### config.mk
export PLATFORM = sky130hd
export DESIGN_NAME = branch_resolver
export DESIGN_NICKNAME = d
export VERILOG_FILES = /design/src/rtl/branch_resolver.sv
export SDC_FILE = /design/constraint.sdc
export NUM_CORES = 1
export LEC_CHECK = 0
export BUFFER_PORTS_ARGS = -buffer_cell sky130_fd_sc_hd__buf_2
export CAP_MARGIN = 40
export CORE_ASPECT_RATIO = 2
export CORE_MARGIN = 4
export CORE_UTILIZATION = 25
export DETAILED_ROUTE_END_ITERATION = 8
export GPL_TIMING_DRIVEN = 0
export PLACE_DENSITY_LB_ADDON = 0.1
export SYNTH_ARGS = -nofsm -noshare
export SYNTH_HDL_FRONTEND = slang
export SYNTH_SLANG_ARGS = --single-unit
### constraint.sdc
create_clock -name clk -period 2.6 [get_ports clk]
set_input_delay 0.26 -clock clk [delete_from_list [all_inputs] [get_ports clk]]
set_output_delay 0.26 -clock clk [all_outputs]
set_load 0.1 [all_outputs]
### src/rtl/branch_resolver.sv
// branch_resolver
//   Resolves conditional branches sitting in the D stage. It picks the
//   compare flag that matches the branch type, stalls F/D until the
//   forwarded operands are final, and for a taken branch raises a
//   registered redirect request to F. The request is held until F accepts
//   it. Two wrap-around counters record how many branches resolved taken
//   and how many resolved not taken, for debug readout.
//
// Ports
//   clk             system clock, rising edge
//   rst_n           asynchronous active-low reset
//   ibr_valid       D stage holds a conditional branch
//   ibr_type        0 beq, 1 bne, 2 bltz, 3 blez, 4 bgtz, 5 bgez, 6/7 reserved
//   icmp            compare vector, bit n is the flag for branch type n
//   iops_ready      forwarded operands feeding icmp are final
//   itarget         branch target computed in D
//   ifetch_ready    F accepts the redirect this cycle
//   ostall          freeze F/D (combinational)
//   oredirect_valid redirect request pending (registered)
//   oredirect_pc    redirect target (registered)
//   otaken_cnt      resolved-taken count
//   onottaken_cnt   resolved-not-taken count
module branch_resolver #(
    parameter int ADDR_W = 32,
    parameter int CNT_W  = 16
) (
    input  logic              clk,
    input  logic              rst_n,
    input  logic              ibr_valid,
    input  logic [2:0]        ibr_type,
    input  logic [7:0]        icmp,
    input  logic              iops_ready,
    input  logic [ADDR_W-1:0] itarget,
    input  logic              ifetch_ready,
    output logic              ostall,
    output logic              oredirect_valid,
    output logic [ADDR_W-1:0] oredirect_pc,
    output logic [CNT_W-1:0]  otaken_cnt,
    output logic [CNT_W-1:0]  onottaken_cnt
);

    localparam logic [1:0] S_IDLE     = 2'd0;
    localparam logic [1:0] S_WAIT_OPS = 2'd1;
    localparam logic [1:0] S_REDIRECT = 2'd2;

    localparam logic [CNT_W-1:0] CNT_ONE = {{(CNT_W-1){1'b0}}, 1'b1};

    // The compare vector is laid out so that flag n belongs to branch type n.
    // Reserved types never branch; icmp[7:6] is therefore never selected.
    function automatic logic branch_taken(input logic [2:0] btype,
                                          input logic [7:0] cmp);
        logic t;
        t = 1'b0;
        if (btype <= 3'd5) begin
            t = cmp[btype];
        end
        return t;
    endfunction

    logic [1:0] state;
    logic [1:0] next_state;
    logic       resolve_en;
    logic       taken;

    assign taken = branch_taken(ibr_type, icmp);

    always_comb begin
        next_state = state;
        resolve_en = 1'b0;
        ostall     = 1'b0;
        case (state)
            S_IDLE: begin
                if (ibr_valid) begin
                    if (iops_ready) begin
                        resolve_en = 1'b1;
                    end else begin
                        ostall     = 1'b1;
                        next_state = S_WAIT_OPS;
                    end
                end
            end
            S_WAIT_OPS: begin
                ostall = ~iops_ready;
                if (!ibr_valid) begin
                    // Branch flushed while waiting: forget it, nothing counted.
                    next_state = S_IDLE;
                end else if (iops_ready) begin
                    resolve_en = 1'b1;
                    next_state = S_IDLE;
                end
            end
            S_REDIRECT: begin
                // A following branch is frozen in D and only resolved once
                // the redirect has been accepted and we are back in IDLE.
                ostall = ibr_valid;
                if (ifetch_ready) begin
                    next_state = S_IDLE;
                end
            end
            default: begin
                next_state = S_IDLE;
            end
        endcase
        if (resolve_en && taken) begin
            next_state = S_REDIRECT;
        end
    end

    always_ff @(posedge clk or negedge rst_n) begin
        if (!rst_n) begin
            state           <= S_IDLE;
            oredirect_valid <= 1'b0;
            oredirect_pc    <= '0;
            otaken_cnt      <= '0;
            onottaken_cnt   <= '0;
        end else begin
            state <= next_state;
            if (resolve_en) begin
                if (taken) begin
                    oredirect_valid <= 1'b1;
                    oredirect_pc    <= itarget;
                    otaken_cnt      <= otaken_cnt + CNT_ONE;
                end else begin
                    onottaken_cnt   <= onottaken_cnt + CNT_ONE;
                end
            end
            // Resolution cannot happen in REDIRECT, so set and clear never collide.
            if (state == S_REDIRECT && ifetch_ready) begin
                oredirect_valid <= 1'b0;
            end
        end
    end

endmodule

==> results.json, run 1 <==
{
  "peakVddDrop_mv": 0.738,
  "ys.flop_type": "dfrtp_1",
  "async_flop_share_pct": 100,
  "syn_area_per_cell_um2": 12.7,
  "p_clk_share_pct": 22.5,
  "synth_cell_types": 32,
  "drv_slew": 0,
  "grt_pass1_wl_um": 11700,
  "fmax_mhz": 516,
  "fp.coreArea_mm2": 0.0112,
  "clock-sinks": 67,
  "timing_hold_violations_final": 0,
  "crit_required_ns": 2.80,
  "start_kind": "flip-flop",
  "area_growth_pct": 37.2,
  "power.leakage_uw": 0.00197,
  "grt_max_degree": 45,
  "synth-edff-count": 0,
  "min_period_over_period_pct": 74.6,
  "r2r_cells": 5,
  "power.density_mw_per_mm2": 1310,
  "htree_levels": 3,
  "finClkSkew_ns": 0.00636,
  "insertion_delay_ns": 0.33,
  "first_global_vias": 2243,
  "final_layout_size_suffix_gt1_share_pct": 48.9,
  "syn-cell-area_mm2": 0.00286,
  "slew_headroom_pct": 61.5,
  "crit_path_max_fanout": 10,
  "synth_top_family_by_area": "multiplexers",
  "synthXorXnorAreaFrac_pct": 9.20,
  "die-area_mm2": 0.0133,
  "synth_compound_area_share_pct": 1.58,
  "rows": 55,
  "yosysWarnings": 0,
  "drv_cap": 0,
  "syn_nets": 275,
  "initial_core_util_pct": 25.5,
  "drtPass1Iterations": 4,
  "via_per_inst": 4.33,
  "diodes": 0,
  "io_pins": 114,
  "drt-initial-drc-count": 53,
  "min_path_type": "input port to flip-flop",
  "numCtsBuffers": 9,
  "period_needed_ns": 1.94,
  "grt_usage_pct": 11.3,
  "crit_path_end_kind": "flip-flop",
  "switching_power_uw": 2720,
  "wirelength_um": 7080,
  "critPathArrivalTime_ns": 2.14,
  "path_class": "flip-flop to flip-flop",
  "comb_power_share_pct": 49.0,
  "via_count": 2137,
  "die_w_um": 83.6,
  "setup_viol": 0,
  "rsz0062_at_grt": "no",
  "overflow": 0,
  "fin_setup_tns_ns": 0,
  "ys_seq_elements": 67,
  "wire_per_inst_um": 14.3,
  "p_int_uw": 2430,
  "ctsLongestPathBuffers": 2,
  "synthSimpleGateAreaFrac_pct": 12.7,
  "clock-root-buffer": "clkbuf_16",
  "tightest_slew_ns": 0.573,
  "ant_nets": 0,
  "ys_seq_area_share_pct": 58.7,
  "synth_cells": 225,
  "portBuffers": 111,
  "hold-worst-slack_ns": 0.117,
  "antenna_found_initial": 0,
  "netSwitchingFraction_pct": 52.8,
  "clkTransAtPathRegs_ns": 0.05,
  "fin_nets": 399,
  "synthAdderAreaFrac_pct": 0.876,
  "gp_congestion": 0.696,
  "cts_tree": "built",
  "hold_depth": 2,
  "drc": 0,
  "dpl.hpwl_um": 5340,
  "synthMuxAreaShare_pct": 14.5,
  "pwr-share-seq_pct": 28.4,
  "fp.dieH_um": 159,
  "status": "finished clean"
}
## repair_timing
item,in CTS,in global routing
setup buffers,0,0
hold endpoints to repair,23,0
gates resized for setup,0,0
hold buffers,1,0
## cell usage in the layout (no fill, tap or decap), drive strengths merged
cell type / n
or4: 1
nor2: 10
xor2: 19
mux2i: 3
ha: 2
o21ai: 2
nor3: 14
and3b: 1
dlygate4sd3: 1
nand2b: 1
clkbuf: 14
xnor2: 11
dfrtp: 67
nor4: 4
nand3: 13
or2: 2
mux2: 34
clkinvlp: 1
nand4: 4
o22ai: 2
buf: 118
nor3b: 3
or3: 1
nand2: 12
and3: 1
a21oi: 2
a31oi: 1
inv: 8
## final cells by class
type	instances	area, um^2
fillers	1162	7300
clock buffers	13	280
repair buffers	113	596
plain buffers	7	40.0
flip-flops and latches	67	1680
clock inverters	1	7.51
multi-input cells	143	1110
inverters	8	30.0
well taps	142	178
## synth_stat cells (2+ instances only)
cell type / count / area (um^2)
dfrtp_1: 67 / 1680
mux2_2: 34 / 383
xor2_1: 19 / 166
nand3_1: 13 / 65.1
nor3_1: 13 / 65.1
nand2_1: 12 / 45.0
xnor2_1: 11 / 96.3
nor2_1: 10 / 37.5
inv_1: 8 / 30.0
buf_2: 5 / 25.0
nand4_1: 4 / 25.0
mux2i_1: 3 / 30.0
nor4_1: 3 / 18.8
a21oi_1: 2 / 10.0
ha_1: 2 / 25.0
nor3b_1: 2 / 15.0
or2_2: 2 / 12.5
## metrics by stage
stage | total power, uW | util (%) | instance area (um^2) | worst slack [ns] | std cells
final | 5150 | 34.9 | 3920 | 0.662 | 494
after global routing | 5350 | 34.9 | 3920 | 0.391 | 494
after CTS | 5230 | 34.9 | 3920 | 0.596 | 494
after detailed placement | 4030 | 32.3 | 3620 | 0.479 | 479
after global placement | 4000 | 32.0 | 3590 | 0.487 | 478
after floorplan | 3570 | - | 2860 | 0.200 | 225
## critical path, stage by stage, from the launching register on
cell	delay [ns]
dfrtp_1	0.43
and3b_1	0.29
o21ai_1	0.17
buf_2	0.27
buf_2	0.29
mux2_2	0.37
## state kept, by name, indices dropped and copies added (netlist names)
name and cells:
oredirect_pc 32, onottaken_cnt 16, otaken_cnt 16, state 2, oredirect_valid 1
## cells by family after synthesis
family / Yosys count
flip-flops: 67
multiplexers: 37
AO/OA/AOI/OAI: 7
adder cells (fa/ha/maj): 2
XOR/XNOR: 30
buffers and inverters: 15
AND/OR/NAND/NOR: 67
## power by group through the flow
stage | Clock [uW] | Combinational (uW) | Sequential (uW)
floorplan | 0 | 325 | 3250
global route | 1250 | 2610 | 1500
finish | 1160 | 2520 | 1460
detailed placement | 0 | 2550 | 1480
CTS | 1210 | 2550 | 1470
global placement | 0 | 2530 | 1470
## final timing paths
kind	startpoint	endpoint	slack, ns
max reg2reg	state[1]$_DFFE_PN0P_	oredirect_pc[17]$_DFFE_PN0P_	0.66
max	state[1]$_DFFE_PN0P_	oredirect_pc[17]$_DFFE_PN0P_	0.66
min in group asynchronous	rst_n	oredirect_pc[14]$_DFFE_PN0P_	0.39
min reg2reg	otaken_cnt[15]$_DFFE_PN0P_	otaken_cnt[15]$_DFFE_PN0P_	0.47
min	iops_ready	state[0]$_DFFE_PN0P_	0.12
max in group asynchronous	rst_n	onottaken_cnt[3]$_DFFE_PN0P_	1.67
## routing by layer
metal | vias to the layer above | global-route usage (%) | share of wire (%)
met1 | 1047 | 12.2 | 38
met5 | - | 0 | 0
li1 | 1020 | - | -
met2 | 60 | 19.8 | 54
met3 | 10 | 2.74 | 4.9
met4 | 0 | 6.15 | 2.5
Note: power is estimated with default switching activity, not from simulation.
==> inputs of run 2 (changes only) <==
==> constraint.sdc (replaced) <==
create_clock -name clk -period 1.9 [get_ports clk]
set_input_delay 0.19 -clock clk [delete_from_list [all_inputs] [get_ports clk]]
set_output_delay 0.19 -clock clk [all_outputs]
set_load 0.1 [all_outputs]
==> results.json, run 2 (synthesized netlist as in run 1, its figures left out) <==
{
  "p_clk_share_pct": 23.0,
  "netSwitchingFraction_pct": 52.5,
  "tightest_slew_ns": 0.504,
  "diodes": 0,
  "clkTransAtPathRegs_ns": 0.05,
  "via_count": 2169,
  "slew_headroom_pct": 66.6,
  "clock-sinks": 67,
  "p_int_uw": 3390,
  "crit_path_end_kind": "flip-flop",
  "grt_pass1_wl_um": 11800,
  "timing_hold_violations_final": 0,
  "drt-initial-drc-count": 71,
  "grt_usage_pct": 11.1,
  "dpl.hpwl_um": 5390,
  "top_register": "oredirect_pc",
  "power.density_mw_per_mm2": 1790,
  "worst_hold_path.endpoint": "state[0]$_DFFE_PN0P_",
  "reg2reg_to": "onottaken_cnt[15]$_DFFE_PN0P_",
  "final_common_cell": "buf_2",
  "largest_reg_flops": 32,
  "htree_levels": 3,
  "crit_path_max_fanout": 7,
  "first_global_vias": 2336,
  "drc": 0,
  "fin_nets": 400,
  "grt_max_degree": 40,
  "setup_viol": 0,
  "cts_tree": "built",
  "layout.cells.most_common_list": "buf_2 (113), dfrtp_1 (45), mux2_2 (34)",
  "reg.largest.list": "oredirect_pc x32, onottaken_cnt x16, otaken_cnt x16",
  "ff2ff_setup_slack_ns": 0.12,
  "ant_nets": 0,
  "initial_core_util_pct": 25.5,
  "crit_required_ns": 2.14,
  "pwr-share-seq_pct": 28.4,
  "antenna_found_initial": 0,
  "wirelength_um": 7080,
  "gp_congestion": 0.725,
  "comb_power_share_pct": 48.5,
  "insertion_delay_ns": 0.33,
  "nFillCells": 1159,
  "rsz0062_at_grt": "no",
  "clock-root-buffer": "clkbuf_16",
  "io_pins": 114,
  "final_layout_size_suffix_gt1_share_pct": 56.3,
  "via_per_inst": 4.36,
  "numCtsBuffers": 9,
  "status": "finished clean",
  "hold_start": "iops_ready",
  "crit_start": "state[1]$_DFFE_PN0P_",
  "fp.dieH_um": 159,
  "timing.rr.start": "state[1]$_DFFE_PN0P_",
  "start_kind": "flip-flop",
  "drv_cap": 0,
  "path_class": "flip-flop to flip-flop",
  "power.total_uw": 7140,
  "min_period_over_period_pct": 93.9,
  "critPathArrivalTime_ns": 2.03,
  "peakVddDrop_mv": 1.01,
  "overflow": 0,
  "fin_setup_tns_ns": 0,
  "power.leakage_uw": 0.00196,
  "min_path_type": "input port to flip-flop",
  "die_w_um": 83.6,
  "area_growth_pct": 39.7,
  "wire_per_inst_um": 14.2,
  "switching_power_uw": 3740,
  "hold_depth": 2,
  "die-area_mm2": 0.0133,
  "ctsLongestPathBuffers": 2,
  "drtPass1Iterations": 4,
  "portBuffers": 111,
  "period_needed_ns": 1.78,
  "fp.coreArea_mm2": 0.0112,
  "r2r_cells": 6,
  "fmax_mhz": 560,
  "drv_slew": 0,
  "finClkSkew_ns": 0.00679,
  "rows": 55
}
-- run 2: stage by stage --
step                      utilization, %  cells  setup WS (ns)  area [um^2]  hold slack, ns
after floorplan                        -    225         -0.136         2890          -0.106
after global placement              32.3    478         -0.145         3630           0.374
after detailed placement            32.5    479         -0.165         3650           0.151
after CTS                           35.4    496         0.0452         3970          0.0326
after global routing                35.6    497        0.00180         3990          0.0545
final                               35.6    497          0.116         3990          0.0524
-- run 2: worst max-delay path by stage --
stage                                                to  slack, ns  cells after the start
after floorplan              otaken_cnt[15]$_DFFE_PN0P_      -0.14                      5
after global placement      oredirect_pc[8]$_DFFE_PN0P_      -0.15                      7
after detailed placement   oredirect_pc[11]$_DFFE_PN0P_      -0.16                      7
after CTS                  oredirect_pc[11]$_DFFE_PN0P_       0.05                      5
after global routing      onottaken_cnt[15]$_DFFE_PN0P_      0.002                      6
final                     onottaken_cnt[15]$_DFFE_PN0P_       0.12                      6
-- run 2: final cells by class --
| cell class | instances | area (um^2) | share of cell area (%) |
|---|---|---|---|
| timing repair buffer | 114 | 596 | 14.9 |
| sequential | 67 | 1710 | 42.9 |
| inverter | 8 | 30.0 | 0.753 |
| buffer | 7 | 45.0 | 1.13 |
| multi-input combinational | 143 | 1130 | 28.4 |
| clock buffer | 11 | 243 | 6.08 |
| tap | 142 | 178 | 4.45 |
| clock inverter | 5 | 52.6 | 1.32 |
-- run 2: power by group through the flow --
stage                     clock (uW)  sequential [uW]  combinational (uW)
after floorplan                    0             4480                 443
after global placement             0             2050                3460
after detailed placement           0             2070                3490
after CTS                       1710             2040                3490
after global routing            1770             2090                3580
final                           1640             2030                3460
-- run 2: per-layer routing --
layer | global-route usage (%) | part of all wire, % | vias to the layer above
met5 | 0 | 0 | -
met4 | 5.27 | 2.2 | 0
met3 | 2.95 | 5.4 | 10
met2 | 19.9 | 54 | 60
met1 | 12.0 | 38 | 1074
li1 | - | - | 1025
-- run 2: timing repair --
item,in CTS,in global routing
hold buffers,1,0
endpoints found under the hold margin,28,0
resized for setup,4,3
endpoints found under the setup margin,13,9
setup buffers,0,1
pin swaps,0,1
-- run 2: critical path, cell delays in order (launching register included) --
cell	delay, ns
dfrtp_2	0.44
and3b_2	0.30
nand2_1	0.08
or4_1	0.39
buf_2	0.20
nor3_2	0.14
xor2_1	0.16
==> inputs of run 3 (changes only) <==
--- a/config.mk
+++ b/config.mk
@@ -10,9 +10,10 @@
 export CORE_ASPECT_RATIO = 2
 export CORE_MARGIN = 4
 export CORE_UTILIZATION = 25
+export CTS_CLUSTER_DIAMETER = 80
 export DETAILED_ROUTE_END_ITERATION = 8
 export GPL_TIMING_DRIVEN = 0
-export PLACE_DENSITY_LB_ADDON = 0.1
+export PLACE_DENSITY = 0.45
 export SYNTH_ARGS = -nofsm -noshare
 export SYNTH_HDL_FRONTEND = slang
 export SYNTH_SLANG_ARGS = --single-unit
==> results.json, run 3 (synthesized netlist as in run 1, its figures left out) <==
{
  "reg.largest.list": "oredirect_pc x32, onottaken_cnt x16, otaken_cnt x16",
  "fin_setup_tns_ns": 0,
  "ff2ff_setup_slack_ns": 0.11,
  "slowest_delay_ns": 0.43,
  "initial_core_util_pct": 25.5,
  "fin_nets": 400,
  "area_growth_pct": 40.5,
  "drv_slew": 0,
  "min_period_over_period_pct": 94.3,
  "drt-initial-drc-count": 26,
  "hold_depth": 2,
  "r2r_cells": 6,
  "clkTransAtPathRegs_ns": 0.06,
  "p_int_uw": 3490,
  "antenna_found_initial": 0,
  "netSwitchingFraction_pct": 52.0,
  "fp.coreArea_mm2": 0.0112,
  "setup_viol": 0,
  "cpMaxStageDelayCell": "dfrtp_2",
  "largest_reg_flops": 32,
  "die_w_um": 83.6,
  "grt_max_degree": 37,
  "die-area_mm2": 0.0133,
  "crit_required_ns": 2.15,
  "rows": 55,
  "drc": 0,
  "finClkSkew_ns": 0.00769,
  "power.density_mw_per_mm2": 1810,
  "nFillCells": 1132,
  "fp.dieH_um": 159,
  "dpl.hpwl_um": 5540,
  "comb_power_share_pct": 47.7,
  "diodes": 0,
  "crit_chain": "and3b_2 -> nand2_1 -> or4_1 -> buf_2 -> nor4_4 -> xor2_1",
  "ant_nets": 0,
  "start_kind": "flip-flop",
  "drtPass1Iterations": 4,
  "htree_levels": 3,
  "tightest_slew_ns": 0.508,
  "path_class": "flip-flop to flip-flop",
  "seq_area_mm2": 0.00171,
  "slew_headroom_pct": 66.4,
  "min_path_type": "input port to flip-flop",
  "critPathArrivalTime_ns": 2.04,
  "drv_cap": 0,
  "status": "finished clean",
  "wirelength_um": 7250,
  "final_common_cell": "buf_2",
  "portBuffers": 111,
  "cts_tree": "built",
  "ctsLongestPathBuffers": 2,
  "crit_path_max_fanout": 7,
  "top_register": "oredirect_pc",
  "via_count": 2131,
  "multi_input_area_mm2": 0.00113,
  "period_needed_ns": 1.79,
  "clock-root-buffer": "clkbuf_16",
  "p_clk_share_pct": 24.5,
  "wire_per_inst_um": 14.6,
  "fmax_mhz": 558,
  "gp_congestion": 0.706,
  "insertion_delay_ns": 0.33,
  "grt_pass1_wl_um": 11600,
  "power.leakage_uw": 0.00196,
  "final_layout_size_suffix_gt1_share_pct": 56.6,
  "peakVddDrop_mv": 0.748,
  "grt_usage_pct": 11.2,
  "via_per_inst": 4.29,
  "first_global_vias": 2234,
  "utilization_pct": 35.8,
  "rsz0062_at_grt": "no",
  "io_pins": 114,
  "switching_power_uw": 3780,
  "layout.cells.most_common_list": "buf_2 (113), dfrtp_1 (45), mux2_2 (34)",
  "crit_path_end_kind": "flip-flop",
  "clock-sinks": 67,
  "numCtsBuffers": 9,
  "overflow": 0,
  "pwr-share-seq_pct": 27.8,
  "timing_hold_violations_final": 0
}
==> run 3: cell count changes in the layout (fill, tap and decap cells not counted) <==
cell,delta
clkinvlp_4,+2
clkinv_2,-1
clkbuf_1,-1
clkbuf_8,-1
bufinv_16,+1
==> run 3: layout make-up <==
cell class              instances  share of cell area [%]
plain buffers                   7                    1.12
clock buffers                   9                    5.61
repair buffers                114                    14.8
multi-input cells             143                    28.3
flip-flops and latches         67                    42.7
inverters                       8                   0.748
well taps                     142                    4.43
clock inverters                 7                    2.31
==> run 3: path summary, 6_finish.rpt <==
check / from / endpoint
max in group asynchronous: rst_n / otaken_cnt[4]$_DFFE_PN0P_
setup / recovery: state[1]$_DFFE_PN0P_ / onottaken_cnt[11]$_DFFE_PN0P_
hold reg to reg: otaken_cnt[15]$_DFFE_PN0P_ / otaken_cnt[15]$_DFFE_PN0P_
min in group asynchronous: rst_n / oredirect_pc[24]$_DFFE_PN0P_
setup reg to reg: state[1]$_DFFE_PN0P_ / onottaken_cnt[11]$_DFFE_PN0P_
hold / removal: iops_ready / state[0]$_DFFE_PN0P_
==> run 3: power groups by stage <==
| stage | registers (uW) | logic [uW] | clock network [uW] |
|---|---|---|---|
| after floorplan | 4480 | 443 | 0 |
| after global placement | 2040 | 3470 | 0 |
| after detailed placement | 2050 | 3500 | 0 |
| after CTS | 2030 | 3510 | 1850 |
| after global routing | 2070 | 3590 | 1900 |
| final | 2020 | 3470 | 1780 |
==> run 3: layer usage <==
layer / up-vias / global-route usage [%] / share of wire, %
met3: 9 / 3.11 / 5.5
met4: 0 / 5.71 / 2.1
met5: - / 0 / 0
li1: 1028 / - / -
met1: 1033 / 11.5 / 37
met2: 61 / 20.2 / 55
==> run 3: what timing repair did <==
action,4_1_cts,5_1_grt
setup buffers,0,1
endpoints found under the hold margin,31,0
gates resized for setup,5,2
hold buffers,1,0
pin swaps,0,0
setup endpoints to repair,14,6
==> run 3: through the flow <==
stage                     total power (uW)  hold slack (ns)  setup slack, ns  instances  area (um^2)
after global placement                5510            0.384           -0.223        478         3630
after floorplan                       4920           -0.106           -0.136        225         2890
after detailed placement              5550            0.163           -0.235        479         3650
after global routing                  7560           0.0483         0.000940        497         4010
final                                 7270           0.0480            0.108        497         4010
after CTS                             7380           0.0304           0.0427        496         4000
==> run 3: critical path, delay by kind of cell (launching register included) <==
kind	cells	cell delay (ns)
xor gates and xnor gates	1	0.16
buffers and inverters	1	0.20
DFF	1	0.43
and+or+nand+nor	4	0.92
